### config.mk
export PLATFORM = sky130hd
export DESIGN_NAME = fast_multiplier
export DESIGN_NICKNAME = d
export VERILOG_FILES = /design/src/rtl/fast_multiplier.sv
export SDC_FILE = /design/constraint.sdc
export NUM_CORES = 1
export LEC_CHECK = 0
export BUFFER_PORTS_ARGS = -buffer_cell sky130_fd_sc_hd__buf_2
export CORE_ASPECT_RATIO = 1.2
export CORE_MARGIN = 2
export CORE_UTILIZATION = 47
export DETAILED_ROUTE_END_ITERATION = 8
export MAX_ROUTING_LAYER = met4
export PLACE_DENSITY = 0.7
export SLEW_MARGIN = 30
export SYNTH_ARGS = -nofsm -noshare
export SYNTH_HDL_FRONTEND = slang
export SYNTH_SLANG_ARGS = --single-unit
### constraint.sdc
create_clock -name clock_in -period 0.8 [get_ports clock_in]
set_input_delay 0.04 -clock clock_in [delete_from_list [all_inputs] [get_ports clock_in]]
set_output_delay 0.04 -clock clock_in [all_outputs]
set_load 0.02 [all_outputs]
### src/rtl/fast_multiplier.sv
// Signed WIDTH x WIDTH multiplier: Baugh-Wooley partial products, carry-save
// reduction tree, one final adder, result and overflow flag registered once.
module fast_multiplier #(
  parameter int WIDTH = 16
) (
  input  logic             clock_in,
  input  logic             reset_n_in,
  input  logic [WIDTH-1:0] multiplicand_in,
  input  logic [WIDTH-1:0] multiplier_in,
  input  logic             valid_in,
  output logic [WIDTH-1:0] product_out,
  output logic             overflow_out,
  output logic             valid_out
);

  localparam int PW    = 2 * WIDTH;
  localparam int ROWS0 = WIDTH + 1;

  // Rows left after a given number of 3:2 compression levels.
  function automatic int rowsAt(input int level);
    int n;
    n = ROWS0;
    for (int i = 0; i < level; i++) n = n - n / 3;
    return n;
  endfunction

  function automatic int levelCount();
    int n;
    int l;
    n = ROWS0;
    l = 0;
    while (n > 2) begin
      n = n - n / 3;
      l++;
    end
    return l;
  endfunction

  localparam int LEVELS = levelCount();

  logic [PW-1:0]    w_rows [0:LEVELS][0:WIDTH];
  logic [PW-1:0]    w_full;
  logic [WIDTH:0]   w_upper;
  logic             w_overflow;
  logic [WIDTH-1:0] r_product;
  logic             r_overflow;
  logic             r_valid;

  // Sign-bit products are inverted; the two constant ones fold in the correction.
  for (genvar i = 0; i < WIDTH - 1; i++) begin : g_pp
    assign w_rows[0][i] = {{WIDTH{1'b0}},
                           ~(multiplicand_in[WIDTH-1] & multiplier_in[i]),
                           multiplicand_in[WIDTH-2:0] & {(WIDTH-1){multiplier_in[i]}}} << i;
  end

  assign w_rows[0][WIDTH-1] = {{WIDTH{1'b0}},
                               multiplicand_in[WIDTH-1] & multiplier_in[WIDTH-1],
                               ~(multiplicand_in[WIDTH-2:0] & {(WIDTH-1){multiplier_in[WIDTH-1]}})}
                              << (WIDTH - 1);

  assign w_rows[0][WIDTH] = (PW'(1) << WIDTH) | (PW'(1) << (PW - 1));

  for (genvar l = 1; l <= LEVELS; l++) begin : g_lvl
    localparam int NIN  = rowsAt(l - 1);
    localparam int NG   = NIN / 3;
    localparam int NOUT = rowsAt(l);

    for (genvar k = 0; k < NG; k++) begin : g_csa
      assign w_rows[l][2*k]   = w_rows[l-1][3*k] ^ w_rows[l-1][3*k+1] ^ w_rows[l-1][3*k+2];
      assign w_rows[l][2*k+1] = ((w_rows[l-1][3*k]   & w_rows[l-1][3*k+1]) |
                                 (w_rows[l-1][3*k]   & w_rows[l-1][3*k+2]) |
                                 (w_rows[l-1][3*k+1] & w_rows[l-1][3*k+2])) << 1;
    end

    for (genvar k = 0; k < NIN - 3 * NG; k++) begin : g_pass
      assign w_rows[l][2*NG+k] = w_rows[l-1][3*NG+k];
    end

    for (genvar k = NOUT; k <= WIDTH; k++) begin : g_zero
      assign w_rows[l][k] = '0;
    end
  end

  assign w_full     = w_rows[LEVELS][0] + w_rows[LEVELS][1];
  assign w_upper    = w_full[PW-1:WIDTH-1];
  assign w_overflow = !((&w_upper) || !(|w_upper));

  always_ff @(posedge clock_in or negedge reset_n_in) begin
    if (!reset_n_in) begin
      r_product  <= '0;
      r_overflow <= 1'b0;
      r_valid    <= 1'b0;
    end else begin
      r_product  <= w_full[WIDTH-1:0];
      r_overflow <= w_overflow;
      r_valid    <= valid_in;
    end
  end

  assign product_out  = r_product;
  assign overflow_out = r_overflow;
  assign valid_out    = r_valid;

endmodule

* Yosys cells after proc, flatten, opt, wreduce, memory -nomap -nowiden
Index checks and enable logic that the tools add are counted.
Storage, ports and cells: bits in latches 0, output and inout bits 18, memories 0, bits in writable memories 0, memory bits (read-only) 0, logic and storage cells 160, input bits 35, register bits 18
Cells by class: $add $sub $neg 1, shift-type cells 0, muxes and demuxes 0, bitwise gates (word level) 151, equality and inequality tests 0, multipliers 0, magnitude comparators 0, div/mod/pow operators 0, reductions and logical operators 5
Operators by type and width (count):
- $and A31 B31 Y31 | 10
- $or A31 B31 Y31 | 8
- $and A15 B15 Y15 | 16
- $xor A32 B32 Y32 | 5
- $and A26 B31 Y31 | 2
- $or A31 B17 Y31 | 2
- $and A28 B30 Y30 | 2
- $or A30 B30 Y30 | 2
- $and A25 B26 Y26 | 2
- $xor A25 B26 Y26 | 2
- $and A22 B25 Y25 | 2
- $or A25 B25 Y25 | 2
- $and A22 B24 Y24 | 2
- $and A19 B21 Y21 | 2
- $or A21 B21 Y21 | 2
- $add A32 B32 Y32 | 1
- $xor A31 B32 Y32 | 1
- $and A25 B31 Y31 | 1
- $and A30 B31 Y31 | 1
- $or A26 B31 Y31 | 1
- $or A30 B31 Y31 | 1
- $xor A26 B31 Y31 | 1
- $xor A30 B31 Y31 | 1
- $xor A31 B31 Y31 | 1
- 57 further kinds | 87

* Longest topological paths before layout
Gate-level depths: netlist of the first run.
word-level depth 25, mapped depth 25, depth with buffers taken out 23

* Worst setup path before layout of the first run
No wires, ideal clock.
kind input-to-reg, start input multiplier_in[14], end register r_overflow, in the netlist overflow_out, stages on the path 24, arrival 5.674 ns, slack -5.015 ns, data required time 0.659 ns, path through clkbuf_1 nand2_1 fa_1 fa_1 inv_1 fa_1 inv_1 fa_1 inv_1 fa_1 inv_1 fa_1 inv_1 ha_1 buf_2 a21oi_1 o31ai_1 a31oi_1 o21ai_0 a21oi_1 xnor2_1 or3b_2 nor4_2 a41oi_1
Between the ends: word-level cells in the longest chain between the ends 21, elaborated cells on any way between the ends 57, classes of those cells add/sub: 1; bitwise: 51; reduce/logical: 5
Ends and longest elaborated chain:
- start: declaration | line 9 | input logic [WIDTH-1:0] multiplier_in,
- $and A15 B15 Y15 | line 53 | multiplicand_in[WIDTH-2:0] & {(WIDTH-1){multiplier_in[i]}}} << i;
- $xor A29 B30 Y30 | line 69 | assign w_rows[l][2*k] = w_rows[l-1][3*k] ^ w_rows[l-1][3*k+1] ^ w_rows[l-1][3*k+2];
- $and A27 B30 Y30 | line 71 | (w_rows[l-1][3*k] & w_rows[l-1][3*k+2]) |
- $or A28 B30 Y30 | line 70 | assign w_rows[l][2*k+1] = ((w_rows[l-1][3*k] & w_rows[l-1][3*k+1]) |
- $or A30 B30 Y30 | line 71
- $and A26 B31 Y31 | line 71
- $or A30 B31 Y31 | line 70
- $or A31 B31 Y31 | line 71
- [... 6 more ...]
- $or A31 B31 Y31 | line 70
- $or A31 B31 Y31 | line 71
- $add A32 B32 Y32 * | line 84 | assign w_full = w_rows[LEVELS][0] + w_rows[LEVELS][1];
- $reduce_or A17 Y1 | line 86 | assign w_overflow = !((&w_upper) || !(|w_upper));
- $logic_not A1 Y1 | line 86
- $logic_or A1 B1 Y1 * | line 86
- $logic_not A1 Y1 * | line 86
- via w_overflow | line 44 | logic w_overflow;
- end signal: assignment | line 95 | r_overflow <= w_overflow;
- end: declaration | line 46 | logic r_overflow;
The timed path passes the listed nets; every way through them passes the cells marked *.

* Worst setup path in the final report of the first run
start input multiplier_in[9], end register r_overflow, in the netlist overflow_out
Between the ends: word-level cells in the longest chain between the ends 24, elaborated cells on any way between the ends 54, classes of those cells add/sub: 1; bitwise: 48; reduce/logical: 5
Ends and longest elaborated chain:
- $and A1 B1 Y1 | line 52 | ~(multiplicand_in[WIDTH-1] & multiplier_in[i]),
- $not A1 Y1 | line 52
- $and A25 B26 Y26 or $and A25 B27 Y27 (tied branches) | line 70, 71
- $or A26 B27 Y27 | line 70
- $or A27 B27 Y27 | line 71
- $and A27 B28 Y28 | line 70
- $or A28 B30 Y30 | line 70
- $or A30 B30 Y30 | line 71
- [... 9 more ...]
- $or A31 B31 Y31 | line 70
- $or A31 B31 Y31 | line 71
- $add A32 B32 Y32 * | line 84
- $reduce_or A17 Y1 | line 86
- $logic_not A1 Y1 | line 86
- $logic_or A1 B1 Y1 * | line 86
- $logic_not A1 Y1 * | line 86
- via w_overflow | line 44
Marked as above.

==> out/qor.csv, run 1 <==
stage,metric,value,unit
outcome,status,"finished, violations left",
outcome,violations,setup timing,
setup_path,cp_cell_sequence,"buf_4, buf_6, and2_4, fa_1, inv_2, fa_1, fa_1, fa_1, inv_1, fa_1, inv_1, fa_2, inv_1, ha_4, and2_4, nand2_2, o21a_4, o211ai_1, buf_4, a31oi_4, mux2i_1, or4b_4, nor4_4, a41oi_1",
sta,fin_crit,5490,ps
setup_path,path_max_fanout,8,
routing,via_per_inst,5.00,
setup_path,slowest_stage,fa_1,
yosys,syn_inst,1056,
yosys,synthDistinctLibCells,56,
setup_path,path_class,input pin to register,
floorplanning,core-area,0.0195,sq mm
setup_path,start_kind,input pin,
yosys,yosys.area.top_type,fa_1,
sta,relSlewSlack,75.1,%
finish,layout.nets,1576,
setup_path,cp_slowest_stage_delay,530,ps
floorplanning,die_w,133,um
sta,tightest_slew,363,ps
yosys,synth_warnings,0,
flow_run,drv_cap,0,
finish,n_fill_cell,1633,
yosys,synth-seq-cells,18,
grt,first_global_vias,8813,
grt,grt_antenna_before_repair,0,
grt,grt_max_degree,19,
setup_path,cp.arrival,5600,ps
setup_path,cp-end-kind,register,
routing,drt_iter0_drc,257,
setup_path,cp_top_family,adder cells,
routing,drt_first_pass_iters,4,
finish,drive_above_1_share,31.1,%
setup_path,required,910,ps
floorplanning,initial_utilization,47.9,%
place,port_buffers,52,
floorplanning,die-area,0.0210,sq mm
routing,wl,23000,um
sta,setup_ws,-4690,ps
floorplanning,die_h,158,um
yosys,syn_nets,1385,
clock_network,htreeDepth,1,
finish,stdcell_count,1507,
sta,period_share,686,%
finish,n_antenna_cell,0,
yosys,ys_seq_area_share,4.83,%
clock_network,cts_num_sinks,18,
grt,grt_pass1_wl,39700,um
clock_network,clk_pin_slew_worst_paths,50,ps
clock_network,cts_buffers,3,
place,gp_congestion,0.914,
sta,report.final.slew_viol_count,0,
finish,area_delta_synth_final,33.3,%
place,dp_hpwl,19500,um
sta,setup_violations,17,
routing,ant_nets,0,
sta,fin_setup_tns,-38960,ps
yosys,syn_avg_cell_area,8.83,sq um
yosys,ys.flop_type,dfrtp_1,
clock_network,root_buffer,clkbuf_16,
sta,hold_viol,0,
clock_network,cts_buffer_depth,2,
yosys,async_flop_share,100,%
sta,rsz0062_at_grt,true,
floorplanning,ios,53,
floorplanning,row_count,56,
grt,track_usage,24.2,%
yosys,yosys.area.top_type_share,42.9,%
yosys,synthTopCellsByArea,"fa_1 (43%), ha_1 (13%), inv_1 (11%)",
yosys,synth_area,0.00932,sq mm
routing,route.detailed.drc,0,
hold_path,min-delay-path-class,input pin to asynchronous set/reset pin,
clock_network,cts_tree,yes,
sta,fmax,182,MHz
yosys,synth_edf_count,0,
routing,via_count,7541,
setup_path,path_buf_inv,7,
place,dpl.cell_count,1482,
grt,overflow,0,
routing,wire_per_inst,15.3,um
setup_path,cpMostUsedCell,fa_1,
synth_stat cells (2+ instances only):
cell type / count
a211o_1: 2
a211oi_1: 2
a21o_1: 7
a21oi_1: 26
a31oi_1: 4
and2_1: 143
and3_1: 3
buf_2: 4
clkbuf_1: 34
dfrtp_1: 18
fa_1: 200
ha_1: 94
inv_1: 264
mux2i_1: 4
nand2_1: 138
nand2b_1: 4
nand3_1: 8
nand3b_1: 2
nand4_1: 8
nor2_1: 14
nor2b_1: 4
nor3_1: 7
nor4b_1: 2
o211ai_1: 5
o211ai_2: 2
o21ai_0: 8
o21bai_1: 2
o31ai_1: 2
xnor2_1: 16
xor2_1: 3
stage by stage:
step / hold slack (ps) / util, % / area, sq um / setup slack, ps
after detailed placement: -12.3 / 57.7 / 11200 / -5200
final: 251 / 63.8 / 12400 / -4690
after CTS: 246 / 62.5 / 12200 / -4670
after floorplan: -256 / - / 9950 / -4800
after global routing: 248 / 63.8 / 12400 / -4920
after global placement: -9.97 / 57.7 / 11200 / -5080
logic make-up after synthesis:
logic type / count (synthesis) / synth area share [%]
compound gates: 76 / 6.11
xor+xnor: 19 / 1.78
fa+ha+maj: 294 / 55.6
buf+inv: 302 / 12.2
flops: 18 / 4.83
mux: 4 / 0.429
simple gates: 343 / 19.1
placed cells by master, fill, tap and decap left out, types with 4 or more instances in the layout:
cell type and instances:
dfrtp_1 18, a21oi_4 5, ha_1 63, nand4_1 8, buf_2 6, o211ai_1 5, inv_1 247, nand3_1 7
and2_1 112, fa_2 16, buf_8 4, ha_4 31, buf_12 6, a21oi_2 11, buf_6 66, a21o_1 7
mux2i_1 4, xnor2_2 6, a21oi_1 12, xnor2_1 10, nand2_1 122, o21ai_1 4, fa_1 184, nor2_1 13
and2_4 31, nor3_1 7, inv_2 17, nand2_2 16, buf_4 140
flip-flops by register name (all words and copies together), names as in the netlist:
signal	flops
valid_out	1
overflow_out	1
product_out	16
how the worst max path moves through the flow:
stage                             from                      to  slack (ps)  cells past startpoint
CTS                   multiplier_in[9]  overflow_out$_DFF_PN0_       -4670                     23
finish                multiplier_in[9]  overflow_out$_DFF_PN0_       -4690                     24
detailed placement    multiplier_in[9]  overflow_out$_DFF_PN0_       -5200                     24
floorplan             multiplier_in[9]  overflow_out$_DFF_PN0_       -4800                     24
global route        multiplicand_in[8]  overflow_out$_DFF_PN0_       -4920                     22
global placement    multiplicand_in[8]  overflow_out$_DFF_PN0_       -5080                     23
final cells by class:
cell class,count,area (sq um),share of cell area (%)
clock buffer,4,88.8,0.715
tap,261,327,2.63
multi-input combinational,736,8540,68.8
sequential,18,450,3.63
inverter,264,991,7.98
timing repair buffer,224,2020,16.3
layer usage:
metal,up-vias,share of wire (%),GRT usage [%]
met3,59,2.9,1.40
met1,3805,35,23.9
met4,0,3.7,8.35
met5,-,0,-
li1,3516,-,-
met2,161,59,49.8
timing repair:
| action | 4_1_cts | 5_1_grt |
|---|---|---|
| hold buffers | 2 | 0 |
| endpoints found under the hold margin | 19 | 0 |
| pin swaps | 95 | 35 |
| setup endpoints to repair | 23 | 33 |
| buffers inserted | 15 | 5 |
| gates resized for setup | 179 | 67 |
Power of run 1 is left out: the tool's default activity adds up to more than one toggle a clock period on the data nets, which glitch-free logic cannot reach.
==> run 2: changes to the inputs <==
- TNS_END_PERCENT: default -> 5
==> run 2 against run 1 <==
  * The flow still finishes with violations (setup timing)
  * Global-route usage shrank 1.7 points
  * Critical path type unchanged
  * Non-clock buffer count down 19
  * Sequential cell count is the same
  * Highest routed layer unchanged
  * First-iteration DRC count increased by 8.2%
==> out/qor.csv, run 2 (synthesis results as in run 1) <==
stage,metric,value,unit
outcome,status,"finished, violations left",
outcome,violations,setup timing,
finish,finish.instance_area,0.0118,sq mm
floorplanning,die-area,0.0210,sq mm
finish,layout_common_cells,"inv_1 (260), fa_1 (188), buf_4 (150)",
sta,fmax,183,MHz
hold_path,whs_path_depth,3,
clock_network,htreeDepth,1,
finish,n_antenna_cell,0,
floorplanning,die_h,158,um
place,port_buffers,52,
sta,fin_setup_tns,-38290,ps
clock_network,clk_pin_slew_worst_paths,50,ps
routing,route.detailed.drc,0,
clock_network,cts_num_sinks,18,
flow_run,drv_cap,0,
setup_path,start_kind,input pin,
grt,grt_pass1_wl,37200,um
finish,final_common_cell,inv_1,
finish,largest_reg_flops,16,
grt,overflow,0,
sta,period_share,683,%
sta,hold_viol,0,
setup_path,path_class,input pin to register,
finish,area_delta_synth_final,26.2,%
clock_network,root_buffer,clkbuf_16,
finish,drive_above_1_share,25.5,%
routing,via_count,7512,
finish,layout.nets,1557,
floorplanning,ios,53,
setup_path,cp-end-kind,register,
routing,via_per_inst,5.05,
clock_network,cts_tree,yes,
hold_path,min-delay-path-class,input pin to register,
floorplanning,row_count,56,
routing,wire_per_inst,14.9,um
setup_path,path_max_fanout,9,
hold_path,min_to,product_out[1]$_DFF_PN0_,
sta,setup_ws,-4660,ps
routing,drt_iter0_drc,278,
grt,first_global_vias,8301,
floorplanning,core-area,0.0195,sq mm
setup_path,cp.arrival,5570,ps
place,dpl_cell_area,0.0110,sq mm
clock_network,cts_buffers,3,
place,dp_hpwl,18800,um
routing,drt_first_pass_iters,5,
sta,fin_crit,5460,ps
sta,tightest_slew,512,ps
floorplanning,initial_utilization,47.9,%
routing,wl,22100,um
sta,relSlewSlack,65.0,%
routing,ant_nets,0,
sta,rsz0062_at_grt,true,
grt,track_usage,22.5,%
sta,holdWs,242,ps
place,gp_congestion,0.862,
sta,report.final.slew_viol_count,0,
setup_path,required,910,ps
sta,setup_violations,21,
clock_network,cts_buffer_depth,2,
grt,grt_antenna_before_repair,0,
hold_path,min-delay-start,multiplicand_in[1],
floorplanning,die_w,133,um
grt,grt_max_degree,19,
run 2: metrics by stage:
step	setup slack, ps	std cells	util (%)
after floorplan	-4800	1056	-
after global placement	-5140	1471	56.4
after detailed placement	-5240	1471	56.4
after CTS	-4670	1484	59.7
after global routing	-4870	1488	60.4
final	-4660	1488	60.4
run 2: worst max-delay path by stage:
stage / startpoint / end / slack [ps] / depth (start not counted)
finish: multiplier_in[11] / overflow_out$_DFF_PN0_ / -4660 / 25
global route: multiplier_in[11] / overflow_out$_DFF_PN0_ / -4870 / 24
CTS: multiplier_in[10] / overflow_out$_DFF_PN0_ / -4670 / 25
detailed placement: multiplier_in[13] / overflow_out$_DFF_PN0_ / -5240 / 22
global placement: multiplier_in[13] / overflow_out$_DFF_PN0_ / -5140 / 22
floorplan: multiplier_in[9] / overflow_out$_DFF_PN0_ / -4800 / 24
run 2: critical path, stage by stage:
cell	delay [ps]
buf_4	160
and2_4	150
fa_1	530
inv_1	60
fa_1	480
inv_1	50
fa_1	500
inv_1	50
fa_1	530
inv_1	50
fa_1	470
inv_1	50
fa_2	510
inv_1	60
ha_4	270
and2_4	150
nand2_2	70
o21a_4	230
o211ai_4	100
buf_4	150
xnor2_1	100
a2111oi_2	240
nand4_1	160
nor4b_2	270
a41oi_1	140
run 2: layout make-up:
type                            instances  area, sq um
Multi-Input combinational cell        736         8260
Fill cell                            1711         7710
Tap cell                              261          327
Inverter                              264          991
Sequential cell                        18          450
Clock buffer                            4         88.8
Timing Repair Buffer                  205         1650
run 2: what timing repair did:
| item | CTS | global route |
|---|---|---|
| endpoints found under the hold margin | 19 | 0 |
| pin swaps | 39 | 26 |
| gates cloned | 0 | 0 |
| resized for setup | 98 | 36 |
| setup endpoints to repair | 21 | 33 |
| buffers inserted | 7 | 4 |
| hold buffers | 2 | 0 |
run 2: layer usage:
layer / routed length [um] / share of wire, % / track usage, % / vias to the layer above
met2: 12800 / 58 / 44.6 / 155
met4: 709 / 3.2 / 7.27 / 0
met5: 0 / 0 / - / -
met3: 480 / 2.2 / 1.18 / 57
met1: 8160 / 37 / 23.8 / 3812
li1: - / - / - / 3488
Power of run 2 is left out for the same reason.
==> run 3: changes to the inputs <==
--- a/config.mk
+++ b/config.mk
@@ -10,6 +10,6 @@
 export CORE_MARGIN = 2
-export CORE_UTILIZATION = 47
+export CORE_UTILIZATION = 35
 export DETAILED_ROUTE_END_ITERATION = 8
 export MAX_ROUTING_LAYER = met4
-export PLACE_DENSITY = 0.7
+export PLACE_DENSITY = 0.57
 export SLEW_MARGIN = 30
--- a/constraint.sdc
+++ b/constraint.sdc
@@ -3,2 +3,2 @@
 set_output_delay 0.04 -clock clock_in [all_outputs]
-set_load 0.02 [all_outputs]
+set_load 0.05 [all_outputs]
==> run 3 against run 2 <==
  * The flow still finishes with violations (setup timing)
  * Final area increased by 1.7%
  * Maximum frequency down 0.74%
  * Critical path depth decreased by 1
  * Sequential cell count unchanged
  * First-iteration DRC count down 43%
  * Setup slack got worse by 41 ps
  * Cell count increased by 4.7%
  * Die area is 33% higher
  * Global-route usage decreased by 5.1 points
  * Count of clock-buffer cells in the layout is the same
  * Routed wire length grew 1.4%
  * Highest routed layer unchanged
==> out/qor.csv, run 3 (synthesis results as in run 1) <==
stage,metric,value,unit
outcome,status,"finished, violations left",
sta,fin_crit,5510,ps
sta,rsz0062_at_grt,true,
sta,setup_ws,-4710,ps
grt,track_usage,17.4,%
floorplanning,row_count,65,
sta,relSlewSlack,69.5,%
floorplanning,die_h,183,um
routing,wire_per_inst,14.4,um
outcome,violations,setup timing,
finish,largest_reg_flops,16,
grt,first_global_vias,8233,
grt,grt_max_degree,19,
setup_path,cpMostUsedCell,fa_1,
finish,layout_common_cells,"inv_1 (259), fa_1 (190), buf_4 (146)",
setup_path,start_kind,input pin,
finish,fin_util,45.6,%
setup_path,cp.arrival,5620,ps
setup_path,cp_top_family,adder cells,
clock_network,root_buffer,clkbuf_16,
setup_path,cp_slowest_stage_delay,550,ps
setup_path,path_max_fanout,13,
clock_network,cts_buffer_depth,2,
setup_path,cp_cell_sequence,"buf_8, and2_4, fa_1, inv_2, fa_1, inv_2, fa_1, inv_1, fa_1, inv_1, fa_1, inv_1, fa_2, inv_2, ha_4, and2_4, nand2_2, o21a_4, o211ai_1, a31oi_2, mux2i_1, or4b_4, nor4_4, a41oi_1",
sta,holdWs,250,ps
place,port_buffers,52,
floorplanning,initial_utilization,35.5,%
routing,drt_first_pass_iters,4,
finish,multi_input_area,0.00829,sq mm
finish,seq_area,450,sq um
clock_network,cts_buffers,3,
finish,area_delta_synth_final,28.4,%
place,dp_hpwl,19800,um
flow_run,drv_cap,0,
clock_network,cts_num_sinks,18,
clock_network,clk_pin_slew_worst_paths,50,ps
sta,fin_setup_tns,-38150,ps
routing,via_count,7326,
floorplanning,die-area,0.0280,sq mm
grt,grt_antenna_before_repair,0,
setup_path,path_class,input pin to register,
sta,report.final.slew_viol_count,0,
setup_path,slowest_stage,fa_1,
sta,setup_violations,33,
routing,via_per_inst,4.70,
finish,layout.nets,1553,
sta,hold_viol,0,
finish,n_fill_cell,2559,
routing,ant_nets,0,
routing,wl,22500,um
routing,drt_iter0_drc,158,
grt,grt_pass1_wl,38900,um
place,post-place-ws,-5230,ps
finish,n_antenna_cell,0,
setup_path,path_buf_inv,7,
sta,tightest_slew,446,ps
sta,fmax,182,MHz
setup_path,required,910,ps
floorplanning,core-area,0.0263,sq mm
finish,final_common_cell,inv_1,
grt,overflow,0,
finish,drive_above_1_share,25.3,%
setup_path,cp-end-kind,register,
clock_network,htreeDepth,1,
floorplanning,ios,53,
routing,route.detailed.drc,0,
place,gp_congestion,0.846,
floorplanning,die_w,153,um
hold_path,min-delay-path-class,input pin to asynchronous set/reset pin,
sta,period_share,688,%
clock_network,cts_tree,yes,
run 3: timing repair:
| action | in CTS | in global routing |
|---|---|---|
| buffers inserted | 6 | 0 |
| pin swaps | 47 | 9 |
| endpoints found under the setup margin | 33 | 33 |
| hold buffers | 2 | 0 |
| endpoints found under the hold margin | 19 | 0 |
| gates resized for setup | 146 | 24 |
run 3: per-layer routing:
metal / vias to the layer above / global-route usage, % / wire length [um]
met5: - / - / 0
met4: 0 / 3.56 / 456
met3: 35 / 0.945 / 439
met2: 108 / 33.9 / 12700
met1: 3710 / 19.6 / 8840
li1: 3473 / - / -
run 3: final cells by class:
cell class	instances	share of cell area (%)
Inverter	264	8.28
Timing Repair Buffer	201	14.4
Sequential cell	18	3.76
Tap cell	335	3.50
Multi-Input combinational cell	736	69.3
Clock buffer	4	0.742
run 3: path summary, 6_finish.rpt:
| path | from | end | slack [ps] | depth (start not counted) |
|---|---|---|---|---|
| max in group asynchronous | reset_n_in | product_out[5]$_DFF_PN0_ | 260 | 2 |
| max | multiplicand_in[7] | overflow_out$_DFF_PN0_ | -4710 | 24 |
| min in group clock_in | multiplier_in[0] | product_out[0]$_DFF_PN0_ | 250 | 3 |
| min | reset_n_in | valid_out$_DFF_PN0_ | 250 | 2 |
run 3: metrics by stage:
stage | cells | cell area [sq um]
floorplan | 1056 | 9540
global placement | 1546 | 11100
detailed placement | 1546 | 11100
CTS | 1558 | 11800
global route | 1558 | 12000
finish | 1558 | 12000
Power of run 3 is left out for the same reason.
